## config.mk

```make
export PLATFORM = sky130hd
export DESIGN_NAME = riscv_bypass_scoreboard
export DESIGN_NICKNAME = d
export VERILOG_FILES = /design/src/rtl/riscv_bypass_scoreboard.sv
export SDC_FILE = /design/constraint.sdc
export NUM_CORES = 1
export LEC_CHECK = 0
export ABC_AREA = 1
export BUFFER_PORTS_ARGS = -buffer_cell sky130_fd_sc_hd__buf_2
export CAP_MARGIN = 40
export CELL_PAD_IN_SITES_DETAIL_PLACEMENT = 2
export CELL_PAD_IN_SITES_GLOBAL_PLACEMENT = 2
export CORE_UTILIZATION = 23
export DETAILED_ROUTE_END_ITERATION = 8
export HOLD_SLACK_MARGIN = 0.12
export PLACE_DENSITY_LB_ADDON = 0.1
export SYNTH_ARGS = -nofsm -noshare
export SYNTH_HDL_FRONTEND = slang
export SYNTH_SLANG_ARGS = --single-unit
```

## constraint.sdc

```tcl
create_clock -name clk -period 2.7 [get_ports clk]
set_clock_uncertainty 0.15 [all_clocks]
set_input_delay 0.405 -clock clk [delete_from_list [all_inputs] [get_ports clk]]
set_output_delay 0.405 -clock clk [all_outputs]
set_load 0.05 [all_outputs]
```

## src/rtl/riscv_bypass_scoreboard.sv

```systemverilog
// Operand bypass network with long-latency busy scoreboard and stall counter.
// Ports: per-port rs/rf in, per-stage wr/addr/data in, lat issue/cmpl in; op_data/op_fwd_sel/stall/busy_vec/stall_cnt out.
module riscv_bypass_scoreboard #(
    parameter int XLEN           = 32,
    parameter int NUM_RD_PORTS   = 2,
    parameter int NUM_FWD_STAGES = 3,
    parameter int CNT_W          = 32,
    localparam int SEL_W         = $clog2(NUM_FWD_STAGES + 1)
) (
    input  logic                             clk,
    input  logic                             rst_n,
    input  logic [NUM_RD_PORTS-1:0]          rd_valid,
    input  logic [NUM_RD_PORTS*5-1:0]        rs_addr,
    input  logic [NUM_RD_PORTS*XLEN-1:0]     rf_data,
    input  logic [NUM_FWD_STAGES-1:0]        stg_wr_en,
    input  logic [NUM_FWD_STAGES*5-1:0]      stg_rd_addr,
    input  logic [NUM_FWD_STAGES*XLEN-1:0]   stg_data,
    input  logic [NUM_FWD_STAGES-1:0]        stg_data_vld,
    input  logic                             lat_issue_vld,
    input  logic [4:0]                       lat_issue_rd,
    input  logic                             lat_cmpl_vld,
    input  logic [4:0]                       lat_cmpl_rd,
    output logic [NUM_RD_PORTS*XLEN-1:0]     op_data,
    output logic [NUM_RD_PORTS*SEL_W-1:0]    op_fwd_sel,
    output logic                             stall,
    output logic [31:0]                      busy_vec,
    output logic [CNT_W-1:0]                 stall_cnt
);

    logic [31:0]             busy_q;
    logic [31:0]             busy_d;
    logic [31:0]             busy_use;
    logic [NUM_RD_PORTS-1:0] port_haz;
    logic                    waw;

    // While reset is held the tracked state is already meaningless.
    assign busy_use = rst_n ? busy_q : '0;
    assign busy_vec = busy_q;

    always_comb begin
        op_data    = '0;
        op_fwd_sel = '0;
        port_haz   = '0;
        for (int p = 0; p < NUM_RD_PORTS; p++) begin
            logic [4:0]      rs;
            logic            hit;
            logic            hit_vld;
            logic [SEL_W-1:0] sel;
            logic [XLEN-1:0] data;
            rs      = rs_addr[p*5 +: 5];
            hit     = 1'b0;
            hit_vld = 1'b1;
            sel     = '0;
            data    = rf_data[p*XLEN +: XLEN];
            // Scan oldest to youngest so the youngest match is left standing.
            // A pending load wins anyway; the port must not skip past it.
            for (int s = NUM_FWD_STAGES - 1; s >= 0; s--) begin
                if (stg_wr_en[s] && (stg_rd_addr[s*5 +: 5] != 5'd0) &&
                    (stg_rd_addr[s*5 +: 5] == rs)) begin
                    hit     = 1'b1;
                    hit_vld = stg_data_vld[s];
                    sel     = SEL_W'(s + 1);
                    data    = stg_data[s*XLEN +: XLEN];
                end
            end
            if (rs == 5'd0) begin
                data = '0;
            end
            op_data[p*XLEN +: XLEN]     = data;
            op_fwd_sel[p*SEL_W +: SEL_W] = sel;
            // A stage match overrides busy, so the completion cycle bypasses.
            port_haz[p] = rd_valid[p] && (hit ? !hit_vld : busy_use[rs]);
        end
    end

    assign waw   = lat_issue_vld && (lat_issue_rd != 5'd0) &&
                   busy_use[lat_issue_rd];
    assign stall = (|port_haz) || waw;

    // Clear is applied after set so a same-register collision resolves clear.
    always_comb begin
        busy_d = busy_q;
        if (lat_issue_vld && !stall && (lat_issue_rd != 5'd0)) begin
            busy_d[lat_issue_rd] = 1'b1;
        end
        if (lat_cmpl_vld) begin
            busy_d[lat_cmpl_rd] = 1'b0;
        end
        busy_d[0] = 1'b0;
    end

    always_ff @(posedge clk) begin
        if (!rst_n) begin
            busy_q    <= '0;
            stall_cnt <= '0;
        end else begin
            busy_q <= busy_d;
            if (stall && (stall_cnt != {CNT_W{1'b1}})) begin
                stall_cnt <= stall_cnt + CNT_W'(1);
            end
        end
    end

endmodule

```

# Word-level counts from Yosys, hierarchy flattened
# Index checks and enable logic that the tools add are counted.
[totals] ff_bits=64 inputBits=207 output_inout_bits=133 elab_cells=90
[op_classes] add_sub_neg=1 n_lt_le_gt_ge=6 eq_ne=7 muxes=41 n_bitwise=3 n_reduce_logical=29
[ops] op="2-to-1 mux 32 bit" count=11
[ops] op="adder 32 x 1 -> 32 bit, second input constant" count=1
[ops] op="bitwise AND 32 bit" count=1
[ops] op="inequality test 32 bit, second input constant" count=1
[ops] op="inverter 32 bit" count=1
[ops] op="OR 32 bit" count=1
[ops] op="== test 5 bit" count=6
[ops] op="less-than comparator 5 x 6 -> 1 bit, second input constant" count=4
[ops] op="nonzero test 5 bit" count=4
[ops] op="2-to-1 mux 1 bit" count=19
[ops] op="logical AND 1 bit" count=18
[ops] op="binary-select mux 1 bit (select 5 bit)" count=3
[ops] op="2-to-1 mux 2 bit" count=6
[ops] op="demux 1 bit (select 5 bit)" count=2
[ops] op=">= comparator 5 x 1 -> 1 bit, second input constant" count=2
[ops] op="zero test 5 bit" count=2
[ops] op="zero test 1 bit" count=3
[ops] op="OR reduction 2 bit" count=1
[ops] op="logical OR 1 bit" count=1

# Longest topological paths before layout
# Gate-level depths: netlist of the first run.
[depth] depth_word=17 ltp_mapped=17 ltp_nobuf=16

# Worst setup path before layout of the first run
# No wires, ideal clock.
[synth_path] path_type="input to output" from="in rs_addr[4]" to="out op_data[0]" t_arrival_ps=2522 required_ps=2145 setup_slack_ps=-377 path_stages=9 n_path_buf=3 path_cell_list="buf_2 > xor2_1 > a21oi_1 > nand3_4 > inv_2 > buf_2 > clkbuf_1 > nand2_1 > a41oi_1"
[synth_via] elab_chain_len=6 word_cells_on_any_way=11 cone_classes="eq/ne (3); mux (4); reduce/logical (4)"
[synth_lines] item="start, declared" line="13" source="input logic [NUM_RD_PORTS*5-1:0] rs_addr,"
[synth_lines] item="== test 5 bit" line="59" source="(stg_rd_addr[s*5 +: 5] == rs)) begin"
[synth_lines] item="logical AND 1 bit" line="58" source="if (stg_wr_en[s] && (stg_rd_addr[s*5 +: 5] != 5'd0) &&"
[synth_lines] item="2-to-1 mux 32 bit (3 in series)" line="58"
[synth_lines] item="2-to-1 mux 32 bit (*)" line="66" source="if (rs == 5'd0) begin"
[synth_lines] item="end, declared" line="23" source="output logic [NUM_RD_PORTS*XLEN-1:0] op_data,"
# Every way passes the cells marked *; elsewhere a longest branch is shown, timed or not.

# Worst setup path after layout of the first run
[layout_path] from="in rs_addr[1]" to="out op_data[22]"
# The elaborated chain is that of the path after synthesis.

==> flow_summary_export.csv, run 1 <==
group,metric,value,unit
clock_network,clk_latency,0.34,ns
min_path,min_to,"busy_vec[13]",
clock_network,cts_tree,"yes",
timing,fin_setup_tns,-1.65,ns
route,viasPerCell,5.13,
finish,nNetsFinal,1921,
synthesis,synth_top_cell_area_share,0.201,
clock_network,htree_levels,3,
route,ant_nets,0,
die,die_w,181,um
global_route,overflow,0,
synthesis,syn_nets,1515,
global_route,antenna_found_initial,11,
flow_run,cap_violations,0,
pwr,pwr-share-clk,0.300,
placed_design,pre_cts_ws,-0.243,ns
pwr,switching_share,0.405,
min_path,hp-class,"reg2reg",
global_route,grt_max_degree,35,
synthesis,avgSynthCellArea,5.65,um2
timing,fin_ws,-0.0868,ns
run_status,violations,"setup timing",
synthesis,async_flop_share,0,
min_path,hold_path_depth,2,
synthesis,yosys.area.top_type,"nand2_1",
clock_network,cts.sinks,63,
timing,period_share,1.03,
clock_network,path_clk_slew,0.06,ns
route,wl_per_cell,21.8,um
worst_setup_path,r2r-end,"stall_cnt[10]",
die,std_cell_rows,65,
worst_setup_path,critPathArrivalTime,2.23,ns
worst_setup_path,crit_path_max_fanout,5,
synthesis,yosys_warnings,0,
synthesis,synth_most_common_cell,"nand2_1",
die,core_area,31600,um2
clock_network,cts-buffers-inserted,9,
synthesis,synth.area.top_cells,"nand2_1, dfxtp_1, a21oi_1, nand3_1, inv_1",
worst_setup_path,startpoint_type,"primary input",
pwr,total_power,3.95,mW
worst_setup_path,critical_path_class,"in2out",
route,routed_wl,46300,um
run_status,status,"complete, but fails checks",
synthesis,synth_cells,1307,
route,vias,10900,
timing,max-slew-margin-rel,0.489,
global_route,grt_pass1_vias,11400,
worst_setup_path,required,2.14,ns
placed_design,place_congestion,0.875,
timing,final_hold_viol_count,0,
synthesis,synth_area,7380,um2
pwr,power_density,326,nW/um2
synthesis,ys.flop_type,"dfxtp_1",
die,start_util,0.234,
route,first_pass_iters,5,
global_route,grt_usage,0.266,
clock_network,cts_buffer_depth,2,
die,die_height,181,um
clock_network,clock-root-buffer,"clkbuf_16",
pwr,power.switching,1.60,mW
route,post-route-drc-count,0,
die,dieArea,32800,um2
synthesis,ys_seq_area_frac,0.171,
synthesis,synth_enable_flop_cells,0,
timing,tightestPinTransition,0.763,ns
worst_setup_path,cpMaxStageDelayCell,"xnor2_1",
worst_setup_path,critPathCaptureType,"output pin",
finish,area_growth,64.0,%
synthesis,ys_ff_latch,63,
worst_setup_path,reg2reg_depth,11,
timing,whs,0.314,ns
timing,finalCriticalPeriod,2.79,ns
timing,rsz0062_at_grt,"yes",
placed_design,port_buffers,338,
worst_setup_path,reg2reg_slack,0.25,ns
finish,drive_gt1_frac,0.378,
die,pin_count,340,
worst_setup_path,cpPeakStageDelay,0.26,ns
pwr,p_comb_frac,0.459,
pwr,p_leak,5.61,nW
global_route,grt_pass1_wl,68200,um
timing,fmax,359,MHz
timing,final_max_slew_viol_count,0,
worst_setup_path,timing.rr.start,"stall_cnt[0]",
clock_network,hold_buffers,0,
synthesis,ys_top_cells_by_count,"nand2_1, inv_1, a21oi_1",
pwr,internal-power,2.35,mW
pwr,ir_drop,0.000338,V
min_path,hold_start,"busy_vec[13]",
route,dr.first_iter.drc_count,355,
placed_design,dp_hpwl,36000,um
worst_setup_path,crit_chain,"buf_2 > buf_4 > xnor2_1 > nand2_1 > nor2_2 > nand3_4 > inv_4 > nor2_4 > buf_6 > buf_12 > a22o_1 > nand2_1 > a21oi_2 > buf_4",
timing,final-setup-viol-count,32,
pwr,seqPwrFrac,0.241,
synthesis,synth_cell_types,40,
## registers in the layout, summed over array words and instances (netlist names)
register / cells
busy_vec: 31
stall_cnt: 32
## worst max-delay path: cells and delay by family
kind,cells,cell delay (ns)
AOI/OAI and AO/OA,2,0.23
xor gates and xnor gates,1,0.26
buffers and inverters,6,0.81
and+or+nand+nor,5,0.51
## final cells by class
class	instances	area [um2]
diodes	10	25.0
clock buffers	10	239
flip-flops and latches	63	1260
fillers	3881	19400
well taps	402	503
multi-input cells	1013	5810
repair buffers	478	3650
clock inverters	4	47.5
inverters	148	572
## through the flow
step	std cells	util	instance area, um2
4_1_cts	2102	0.358	11300
2_1_floorplan	1307	-	7680
3_5_place_dp	2080	0.338	10700
5_1_grt	2126	0.384	12100
6_report	2128	0.384	12100
3_3_place_gp	2080	0.338	10700
## routing by layer
metal,up-vias,global-route usage,routed length (um)
met5,-,0,25
met4,4,0.0837,1430
met3,74,0.0373,2090
met2,287,0.485,23400
met1,5350,0.320,19300
li1,5192,-,-
## power groups by stage
stage               clock, mW  combinational [mW]  sequential [mW]
floorplan                   0               0.926             1.01
finish                   1.18                1.81            0.952
global placement            0                1.56            0.972
global route             1.24                1.92            0.953
detailed placement          0                1.59            0.973
CTS                      1.21                1.68            0.952
## worst max path at each step
stage	start	endpoint	slack (ns)	cells past startpoint
2_1_floorplan	rs_addr[4]	op_data[0]	-0.09	9
3_3_place_gp	rs_addr[3]	op_data[26]	-0.22	11
3_5_place_dp	stg_rd_addr[10]	op_data[58]	-0.24	15
4_1_cts	rs_addr[2]	op_data[26]	-0.02	12
5_1_grt	rs_addr[1]	stall	-0.15	14
6_report	rs_addr[1]	op_data[22]	-0.09	14
## cell families (layout without fill, tap and decap cells)
logic type | Yosys count | after routing | synth area share
simple gates | 715 | 715 | 0.428
compound gates | 242 | 242 | 0.200
buf+inv | 231 | 640 | 0.134
flops | 63 | 63 | 0.171
xor+xnor | 54 | 54 | 0.0640
fa+ha+maj | 1 | 1 | 0.00169
other cells | 1 | 11 | 0.000508
## timing repair
action / in CTS / in global routing
endpoints found under the setup margin: 66 / 94
cloned: 0 / 5
setup buffers: 8 / 12
pin swaps: 10 / 54
gates resized for setup: 100 / 147
## cells in the final DEF (no fill, tap or decap), drive strengths merged, types with 24 or more instances in the layout
| cell type | synthesis | final |
|---|---|---|
| dfxtp | 63 | 63 |
| inv | 146 | 145 |
| a22oi | 42 | 42 |
| nor3 | 24 | 24 |
| xor2 | 32 | 32 |
| buf | 54 | 469 |
| nand4 | 55 | 55 |
| nand3 | 110 | 110 |
| nand2 | 397 | 397 |
| o22ai | 28 | 28 |
| nor2 | 112 | 112 |
| a21oi | 115 | 115 |
Power figures use the tool's default switching activity.
==> run 2, diff against run 1 <==
SKIP_CTS_REPAIR_TIMING = 1   (was default)
==> run 2 against run 1 <==
Compared with the run above: the run still ends with setup timing left; non-clock buffer count decreased by 4; final cell count decreased by 0.28%; sequential share of layout area increased by 0.067 points; routed wire length decreased by 0.89%; first-iteration DRC count increased by 8.2%; combinational power about the same; flip-flop and latch count unchanged; critical path type unchanged.
==> flow_summary_export.csv, run 2 (synthesis gave the netlist of run 1 again) <==
group,metric,value,unit
finish,drive_gt1_frac,0.375,
finish,multiInputGateArea,5790,um2
worst_setup_path,critPathCaptureType,"output pin",
global_route,grt_max_degree,35,
min_path,hold_start,"busy_vec[13]",
timing,fin_ws,-0.0560,ns
die,die_height,181,um
timing,final-setup-viol-count,14,
route,viasPerCell,5.10,
run_status,violations,"setup timing",
pwr,power_density,326,nW/um2
route,wl_per_cell,21.6,um
finish,final_common_cell,"nand2_1",
timing,final_hold_viol_count,0,
worst_setup_path,critPathArrivalTime,2.20,ns
clock_network,cts_buffer_depth,2,
finish,largest_reg_flops,32,
clock_network,clock-root-buffer,"clkbuf_16",
route,dr.first_iter.drc_count,384,
route,ant_nets,0,
finish,layout_common_cells,"nand2_1, buf_2, inv_1",
worst_setup_path,required,2.14,ns
worst_setup_path,startpoint_type,"primary input",
finish,nNetsFinal,1917,
min_path,hp-class,"reg2reg",
finish,fillers,3885,
route,first_pass_iters,4,
finish,post-route-cell-area,12000,um2
run_status,status,"complete, but fails checks",
finish,final_util,0.381,
placed_design,place_congestion,0.875,
global_route,grt_pass1_wl,67600,um
pwr,switching_share,0.405,
global_route,grt_pass1_vias,11300,
die,start_util,0.234,
min_path,min_to,"busy_vec[13]",
timing,tightestPinTransition,0.774,ns
pwr,internal-power,2.33,mW
pwr,power.switching,1.59,mW
timing,fmax,363,MHz
global_route,antenna_found_initial,12,
timing,finalCriticalPeriod,2.76,ns
placed_design,dp_hpwl,36000,um
finish,top_register,"stall_cnt",
worst_setup_path,timing.rr.start,"stall_cnt[0]",
timing,max-slew-margin-rel,0.482,
global_route,grt_usage,0.264,
timing,period_share,1.02,
clock_network,clk_latency,0.34,ns
die,core_area,31600,um2
worst_setup_path,reg2reg_depth,12,
die,std_cell_rows,65,
worst_setup_path,r2r-end,"stall_cnt[1]",
clock_network,path_clk_slew,0.06,ns
clock_network,cts_tree,"yes",
timing,fin_setup_tns,-0.308,ns
route,post-route-drc-count,0,
clock_network,cts-buffers-inserted,9,
timing,final_max_slew_viol_count,0,
flow_run,cap_violations,0,
worst_setup_path,crit_path_max_fanout,10,
pwr,p_leak,5.57,nW
clock_network,htree_levels,3,
pwr,seqPwrFrac,0.243,
die,dieArea,32800,um2
min_path,hold_path_depth,2,
global_route,overflow,0,
pwr,p_comb_frac,0.456,
finish,seqCellArea,1260,um2
route,routed_wl,45900,um
placed_design,place_area,10700,um2
timing,rsz0062_at_grt,"yes",
placed_design,port_buffers,338,
worst_setup_path,critical_path_class,"in2out",
route,vias,10800,
clock_network,cts.sinks,63,
die,pin_count,340,
pwr,pwr-share-clk,0.302,
die,die_w,181,um
finish,area_growth,62.9,%
pwr,total_power,3.92,mW
pwr,ir_drop,0.000332,V
worst_setup_path,reg2reg_slack,0.27,ns
-- run 2: cell count changes in the layout (fill, tap and decap cells not counted), sizes merged --
cell,delta
clkbuf,+3
diode,-2
buf,-7
-- run 2: routing by layer --
layer | global-route usage | part of all wire
met1 | 0.318 | 0.42
met2 | 0.476 | 0.51
met3 | 0.0383 | 0.043
met4 | 0.0922 | 0.026
met5 | 0 | 0.0011
-- run 2: worst max-delay path by stage --
| stage | from | endpoint | slack (ns) | depth (start not counted) |
|---|---|---|---|---|
| global placement | rs_addr[3] | op_data[26] | -0.22 | 11 |
| global route | rs_addr[3] | op_data[26] | -0.17 | 12 |
| finish | rs_addr[3] | op_data[17] | -0.06 | 11 |
| floorplan | rs_addr[4] | op_data[0] | -0.09 | 9 |
| CTS | stg_rd_addr[10] | op_data[58] | -0.26 | 15 |
| detailed placement | stg_rd_addr[10] | op_data[58] | -0.24 | 15 |
-- run 2: through the flow --
step | worst slack [ns] | hold slack [ns] | std cells
global placement | -0.225 | 0.306 | 2080
floorplan | -0.0883 | 0.506 | 1307
finish | -0.0560 | 0.314 | 2122
global route | -0.169 | 0.347 | 2122
detailed placement | -0.243 | 0.309 | 2080
CTS | -0.257 | 0.318 | 2094
-- run 2: area by class of cell --
type / count / share of cell area
Antenna cell: 8 / 0.00166
Timing Repair Buffer: 474 / 0.299
Tap cell: 402 / 0.0418
Clock inverter: 4 / 0.00395
Sequential cell: 63 / 0.105
Inverter: 148 / 0.0481
Multi-Input combinational cell: 1013 / 0.481
Clock buffer: 10 / 0.0199
-- run 2: critical path: stages --
cell       delay [ns]
buf_2            0.16
buf_4            0.16
xnor2_2          0.15
nand2_1          0.14
nor3_4           0.20
buf_12           0.15
buf_6            0.11
inv_4            0.05
clkbuf_16        0.18
a41oi_4          0.20
clkbuf_4         0.27
-- run 2: power groups by stage --
stage                     combinational (mW)  clock (mW)  sequential [mW]
final                                   1.79        1.18            0.952
after global placement                  1.56           0            0.972
after global routing                    1.90        1.24            0.953
after floorplan                        0.926           0             1.01
after CTS                               1.59        1.21            0.952
after detailed placement                1.59           0            0.973
